`config.mk`:
```
export PLATFORM = sky130hd
export DESIGN_NAME = vend_fsm_multi
export DESIGN_NICKNAME = d
export VERILOG_FILES = /design/src/rtl/vend_fsm_multi_pkg.sv /design/src/rtl/vend_change_dispenser.sv /design/src/rtl/vend_fsm_multi.sv
export SDC_FILE = /design/constraint.sdc
export NUM_CORES = 1
export LEC_CHECK = 0
export CORE_AREA = 2 2 61 63
export CTS_CLUSTER_SIZE = 30
export DETAILED_ROUTE_END_ITERATION = 8
export DIE_AREA = 0 0 63 65
export PLACE_DENSITY = 0.67
export SLEW_MARGIN = 0
export SYNTH_ARGS = -nofsm -noshare
export SYNTH_HDL_FRONTEND = slang
export SYNTH_SLANG_ARGS = --single-unit
export TNS_END_PERCENT = 10
```
`constraint.sdc`:
```
create_clock -name clk -period 10.4 [get_ports clk]
set_clock_uncertainty 0.15 [all_clocks]
set_input_delay 1.04 -clock clk [delete_from_list [all_inputs] [get_ports clk]]
set_output_delay 1.04 -clock clk [all_outputs]
set_load 0.01 [all_outputs]
```
`src/rtl/vend_fsm_multi_pkg.sv`:
```
`default_nettype none
// +----------------------------------------------------------------------+
// | vend_pkg : shared state, coin encodings and coin decoding            |
// | Rev 1.0                                                              |
// +----------------------------------------------------------------------+
package vend_pkg;

    typedef enum logic [1:0] {
        IDLE    = 2'd0,
        COLLECT = 2'd1,
        VEND    = 2'd2,
        PAYOUT  = 2'd3
    } state_t;

    localparam logic [1:0] COIN_NONE = 2'd0;
    localparam logic [1:0] COIN_1    = 2'd1;
    localparam logic [1:0] COIN_2    = 2'd2;
    localparam logic [1:0] COIN_RSVD = 2'd3;

    function automatic logic [1:0] coin_value(input logic [1:0] code);
        case (code)
            COIN_1:  coin_value = 2'd1;
            COIN_2:  coin_value = 2'd2;
            default: coin_value = 2'd0;
        endcase
    endfunction

endpackage
`default_nettype wire

```
`src/rtl/vend_change_dispenser.sv`:
```
`default_nettype none
// +----------------------------------------------------------------------+
// | vend_change_dispenser : remaining-credit down-counter, <=2 units/cyc |
// | Rev 1.0                                                              |
// +----------------------------------------------------------------------+
module vend_change_dispenser #(
    parameter int CW = 5
) (
    input  logic          clk,
    input  logic          rst,
    input  logic          load,
    input  logic [CW-1:0] load_value,
    output logic [1:0]    change,
    output logic          done
);

    logic [CW-1:0] r_rem;
    logic [1:0]    r_change;
    logic [CW-1:0] w_src;
    logic [1:0]    w_step;

    // A load pays its first units in the very next cycle; an idle counter pays 0.
    always_comb begin
        w_src  = load ? load_value : r_rem;
        w_step = (w_src >= CW'(2)) ? 2'd2 : w_src[1:0];
    end

    always_ff @(posedge clk) begin
        if (rst) begin
            r_rem    <= '0;
            r_change <= 2'd0;
        end else begin
            r_rem    <= w_src - CW'(w_step);
            r_change <= w_step;
        end
    end

    assign change = r_change;
    assign done   = (r_rem == '0);

endmodule
`default_nettype wire

```
`src/rtl/vend_fsm_multi.sv`:
```
`default_nettype none
// +----------------------------------------------------------------------+
// | vend_fsm_multi : multi-product vending FSM with multi-cycle change   |
// | Rev 1.0                                                              |
// +----------------------------------------------------------------------+
module vend_fsm_multi
    import vend_pkg::*;
#(
    parameter int                   N_PROD    = 4,
    parameter int                   CW        = 5,
    parameter logic [N_PROD*CW-1:0] PRICES    = {5'd7, 5'd6, 5'd4, 5'd3},
    parameter int                   AUTO_VEND = 0,
    localparam int                  SW        = (N_PROD > 1) ? $clog2(N_PROD) : 1
) (
    input  logic          clk,
    input  logic          rst,
    input  logic [1:0]    coin,
    input  logic [SW-1:0] sel,
    input  logic          sel_valid,
    input  logic          cancel,
    output logic          drink,
    output logic [SW-1:0] prod_id,
    output logic [1:0]    change,
    output logic          coin_reject,
    output logic          busy,
    output logic [CW-1:0] credit
);

    localparam logic [CW:0]   CREDIT_MAX = {1'b0, {CW{1'b1}}};
    localparam logic [CW-1:0] PRICE0     = PRICES[CW-1:0];

    state_t        r_state, w_state_nxt;
    logic [CW-1:0] r_credit, w_credit_nxt;
    logic [CW-1:0] r_pend, w_pend_nxt;
    logic [SW-1:0] r_prod, w_prod_nxt;
    logic          r_reject, w_reject_nxt;
    logic [1:0]    w_cval;
    logic [CW:0]   w_sum;
    logic [CW-1:0] w_eff, w_price, w_load_val;
    logic          w_accept, w_sel_ok, w_load, w_done;

    // Out-of-range selections match no table entry and so are never valid.
    always_comb begin
        w_sel_ok = 1'b0;
        w_price  = '0;
        for (int i = 0; i < N_PROD; i++) begin
            if (sel == SW'(i)) begin
                w_sel_ok = 1'b1;
                w_price  = PRICES[i*CW +: CW];
            end
        end
    end

    always_comb begin
        w_cval       = coin_value(coin);
        w_sum        = {1'b0, r_credit} + {{(CW-1){1'b0}}, w_cval};
        w_accept     = ((r_state == IDLE) || (r_state == COLLECT))
                       && (coin != COIN_RSVD) && (w_sum <= CREDIT_MAX);
        w_eff        = w_accept ? w_sum[CW-1:0] : r_credit;
        w_reject_nxt = (coin != COIN_NONE) && !w_accept;
    end

    always_comb begin
        w_state_nxt  = r_state;
        w_credit_nxt = r_credit;
        w_prod_nxt   = r_prod;
        w_pend_nxt   = r_pend;
        w_load       = 1'b0;
        w_load_val   = r_pend;
        case (r_state)
            IDLE, COLLECT: begin
                if (cancel && (w_eff != '0)) begin
                    w_state_nxt  = PAYOUT;
                    w_credit_nxt = '0;
                    w_load       = 1'b1;
                    w_load_val   = w_eff;
                end else if ((AUTO_VEND == 0) && sel_valid && w_sel_ok && (w_eff >= w_price)) begin
                    w_state_nxt  = VEND;
                    w_credit_nxt = '0;
                    w_prod_nxt   = sel;
                    w_pend_nxt   = w_eff - w_price;
                end else if ((AUTO_VEND != 0) && (w_eff >= PRICE0)) begin
                    w_state_nxt  = VEND;
                    w_credit_nxt = '0;
                    w_prod_nxt   = '0;
                    w_pend_nxt   = w_eff - PRICE0;
                end else begin
                    w_credit_nxt = w_eff;
                    w_state_nxt  = (w_eff != '0) ? COLLECT : IDLE;
                end
            end
            // Change held during the vend cycle is handed to the dispenser on exit.
            VEND: begin
                w_load      = (r_pend != '0);
                w_state_nxt = w_load ? PAYOUT : IDLE;
                w_pend_nxt  = '0;
            end
            PAYOUT: begin
                if (w_done) begin
                    w_state_nxt = IDLE;
                end
            end
            default: w_state_nxt = IDLE;
        endcase
    end

    always_ff @(posedge clk) begin
        if (rst) begin
            r_state  <= IDLE;
            r_credit <= '0;
            r_pend   <= '0;
            r_prod   <= '0;
            r_reject <= 1'b0;
        end else begin
            r_state  <= w_state_nxt;
            r_credit <= w_credit_nxt;
            r_pend   <= w_pend_nxt;
            r_prod   <= w_prod_nxt;
            r_reject <= w_reject_nxt;
        end
    end

    vend_change_dispenser #(
        .CW(CW)
    ) u_disp (
        .clk       (clk),
        .rst       (rst),
        .load      (w_load),
        .load_value(w_load_val),
        .change    (change),
        .done      (w_done)
    );

    assign drink       = (r_state == VEND);
    assign busy        = (r_state == VEND) || (r_state == PAYOUT);
    assign prod_id     = r_prod;
    assign credit      = r_credit;
    assign coin_reject = r_reject;

endmodule
`default_nettype wire

```
==> results.md <==
- Worst reg2reg startpoint: credit[1]$_SDFFE_PP0N_
- Post-Syn Instances: 194
- CTS sink cnt: 22
- Count of different cell masters after synthesis: 54
- Pin count of the biggest net entering global routing: 24
- Maximum VDD drop: 111 uV
- Worst EP arrival: 5.23 ns
- Crit path time final: 5.15 ns
- Final net count: 228
- Synth Register Bits: 22
- Fin. Hold Viols: 0
- H-tree levels: 1
- Area of the mapped netlist: 1650 um^2
- Reg2Reg Depth: 12
- Post-DP HPWL: 3.27 mm
- PostCTS Resize Cnt: 0
- # rows: 22
- Power Dens Cells: 220 nW/um^2
- Die width: 63 um
- Hold path start: prod_id[0]$_SDFFE_PP0P_
- Critical path type: in -> reg
- Die area: 4100 um^2
- Vias in the first global route: 1550
- Async set-or-reset flop fraction in the synthesized netlist: 0%
- Design Power: 421 uW
- Post-synthesis sequential area ratio: 26.7%
- Final count of negative-setup-slack endpoints: 0
- Core Region: 3500 um^2
- CTS Hold Bufs: 0
- Slew Limit Fails: 0
- Clk root buf: clkbuf_4
- Gr usage total: 23.2%
- Max Fclk: 194 MHz
- Wirelength per Cell: 17.3 um
- # IOs: 20
- Num CTS Buffers: 3
- Total Routed Length: 4.45 mm
- Final Cycle Share: 49.5%
- R2r setup slk: 6.30 ns
- GRT overflow: 0
- Hold worst-path end: prod_id[0]$_SDFFE_PP0P_
- Final antenna-violating net count: 0
- Worst-Margin Slew: 0.995 ns
- Critical path required time: 10.48 ns
- I/O Buffers: 19
- Setup crit end kind: flip-flop
- Clock buffer depth: 2
- Starting Density: 47.1%
- P_leak: 0.746 nW
- Status: complete, no violations
- R2R Path End: r_state[0]$_SDFFE_PP0P_
- Mapped Nets: 212
- Worst rel slew slack: 33.3%
- Setup Buffers After CTS: 0
- EDFF count, synth: 0
- Hold path depth: 2
- Via/cell ratio: 6.21
- Synthesized area per cell: 8.49 um^2
- N_diodes: 0
- Final cell count without fillers: 257
- Max-cap viol count: 0
- Pre-CTS setup slack: 5.02 ns
- Via count: 1596
- Clock latency on the worst-skew pair: 0.32 ns
- Layout cell share with drive strength beyond 1: 7.66%
- Clk slew on worst S/H paths: 0.14 ns
- Number of antenna violations at the first check in global routing: 0
- Area grow syn2layout: 16.3%
- DRC viols: 0
- Placer Congestion: 0.853
- Crit-path max FO: 15
- Ys flop type: dfxtp_1
- Post-route setup slack: 5.25 ns
- Yosys warnings: 0
- DRT Pass-1 Iters: 4
- Starting DRC count in detailed routing: 146
- Global-route wire length before repair: 7.54 mm
- CP startpoint kind: input pin
- Setup TNS: 0 ns
- Dpl cells: 253
- Die height: 65 um
- Hold WC Path Type: reg -> reg
- TritonCTS clock tree: yes
- RSZ-0062 raised after global routing: no
[final cells by class]
cell class	instances	area (um^2)
clock buffer	3	22.5
clock inverter	1	30.0
fill	342	1580
inverter	13	48.8
multi-input combinational	151	1120
sequential	22	440
tap	48	60.1
timing repair buffer	19	190
[metrics by stage]
step           hold WS (ns)  utilization, %  area (um^2)
5_1_grt               0.377            54.8         1910
4_1_cts               0.334            54.8         1910
3_3_place_gp          0.310            53.3         1860
3_5_place_dp          0.312            53.3         1860
6_report              0.331            54.8         1910
2_1_floorplan         0.338               -         1650
[cells in the mapped netlist (all sizes together) (3+ instances only)]
| master | count | area, um^2 |
|---|---|---|
| dfxtp | 22 | 440 |
| a21oi | 21 | 113 |
| nand2 | 16 | 60.1 |
| inv | 12 | 45.0 |
| nand4 | 10 | 62.6 |
| o21ai | 9 | 52.6 |
| ha | 8 | 100 |
| clkbuf | 6 | 22.5 |
| mux2i | 6 | 60.1 |
| nand2b | 6 | 37.5 |
| nor2b | 6 | 37.5 |
| o211a | 6 | 60.1 |
| nor2 | 5 | 18.8 |
| nor4 | 5 | 46.3 |
| o311ai | 5 | 43.8 |
| or4 | 5 | 37.5 |
| xnor2 | 4 | 35.0 |
| o31ai | 3 | 27.5 |
[cells in the final DEF (no fill, tap or decap), types with 6 or more instances in the layout]
cell type / instances
a21oi_1: 19
clkdlybuf4s50_1: 19
dfxtp_1: 22
ha_1: 8
inv_1: 11
mux2i_1: 6
nand2_1: 16
nand2b_1: 6
nand4_1: 10
nor2b_1: 6
o211a_1: 6
o21ai_0: 6
[logic make-up after synthesis]
| group | synth area share, % |
|---|---|
| adder cells (fa/ha/maj) | 8.51 |
| flip-flops | 26.7 |
| AO/OA/AOI/OAI | 28.5 |
| AND/OR/NAND/NOR | 24.5 |
| other | 0.228 |
| buffers and inverters | 5.09 |
| multiplexers | 4.33 |
| XOR/XNOR | 2.13 |
[sequential cells by signal, indices dropped and copies added, names as in the netlist]
| register | cells |
|---|---|
| r_pend | 5 |
| prod_id | 2 |
| u_disp.change | 2 |
| r_state | 2 |
| coin_reject | 1 |
| u_disp.r_rem | 5 |
| credit | 5 |
[routing by layer]
layer,track usage (%),vias to the layer above,share of wire [%]
met1,29.2,758,45
met3,2.78,8,4.1
met5,0,-,0
met2,40.7,54,50
li1,-,776,-
met4,8.33,0,1.6
[where the power goes]
part	total, mW	internal, mW	switching [mW]
combinational	0.229	0.101	0.128
clock	0.0681	0.0390	0.0291
sequential	0.124	0.103	0.0209
total	0.421	0.243	0.178
[worst max path at each step]
| stage | startpoint | endpoint |
|---|---|---|
| 6_report | coin[1] | r_state[0]$_SDFFE_PP0P_ |
| 5_1_grt | coin[1] | r_pend[2]$_SDFFE_PP0P_ |
| 4_1_cts | coin[1] | r_state[0]$_SDFFE_PP0P_ |
| 3_5_place_dp | coin[1] | r_state[0]$_SDFFE_PP0P_ |
| 3_3_place_gp | coin[1] | r_pend[1]$_SDFFE_PP0P_ |
| 2_1_floorplan | coin[1] | credit[0]$_SDFFE_PP0N_ |
[critical path: stages]
cell,delay (ns)
clkdlybuf4s50_1,0.56
nor2b_1,0.26
ha_1,0.28
a21oi_2,0.35
o21ai_1,0.26
mux2i_1,0.30
inv_1,0.13
ha_1,0.32
nor2b_1,0.13
o21ai_0,0.15
nand2b_1,0.14
o31ai_2,0.85
o221ai_1,0.26
a21oi_1,0.19
Power figures use the tool's default switching activity.
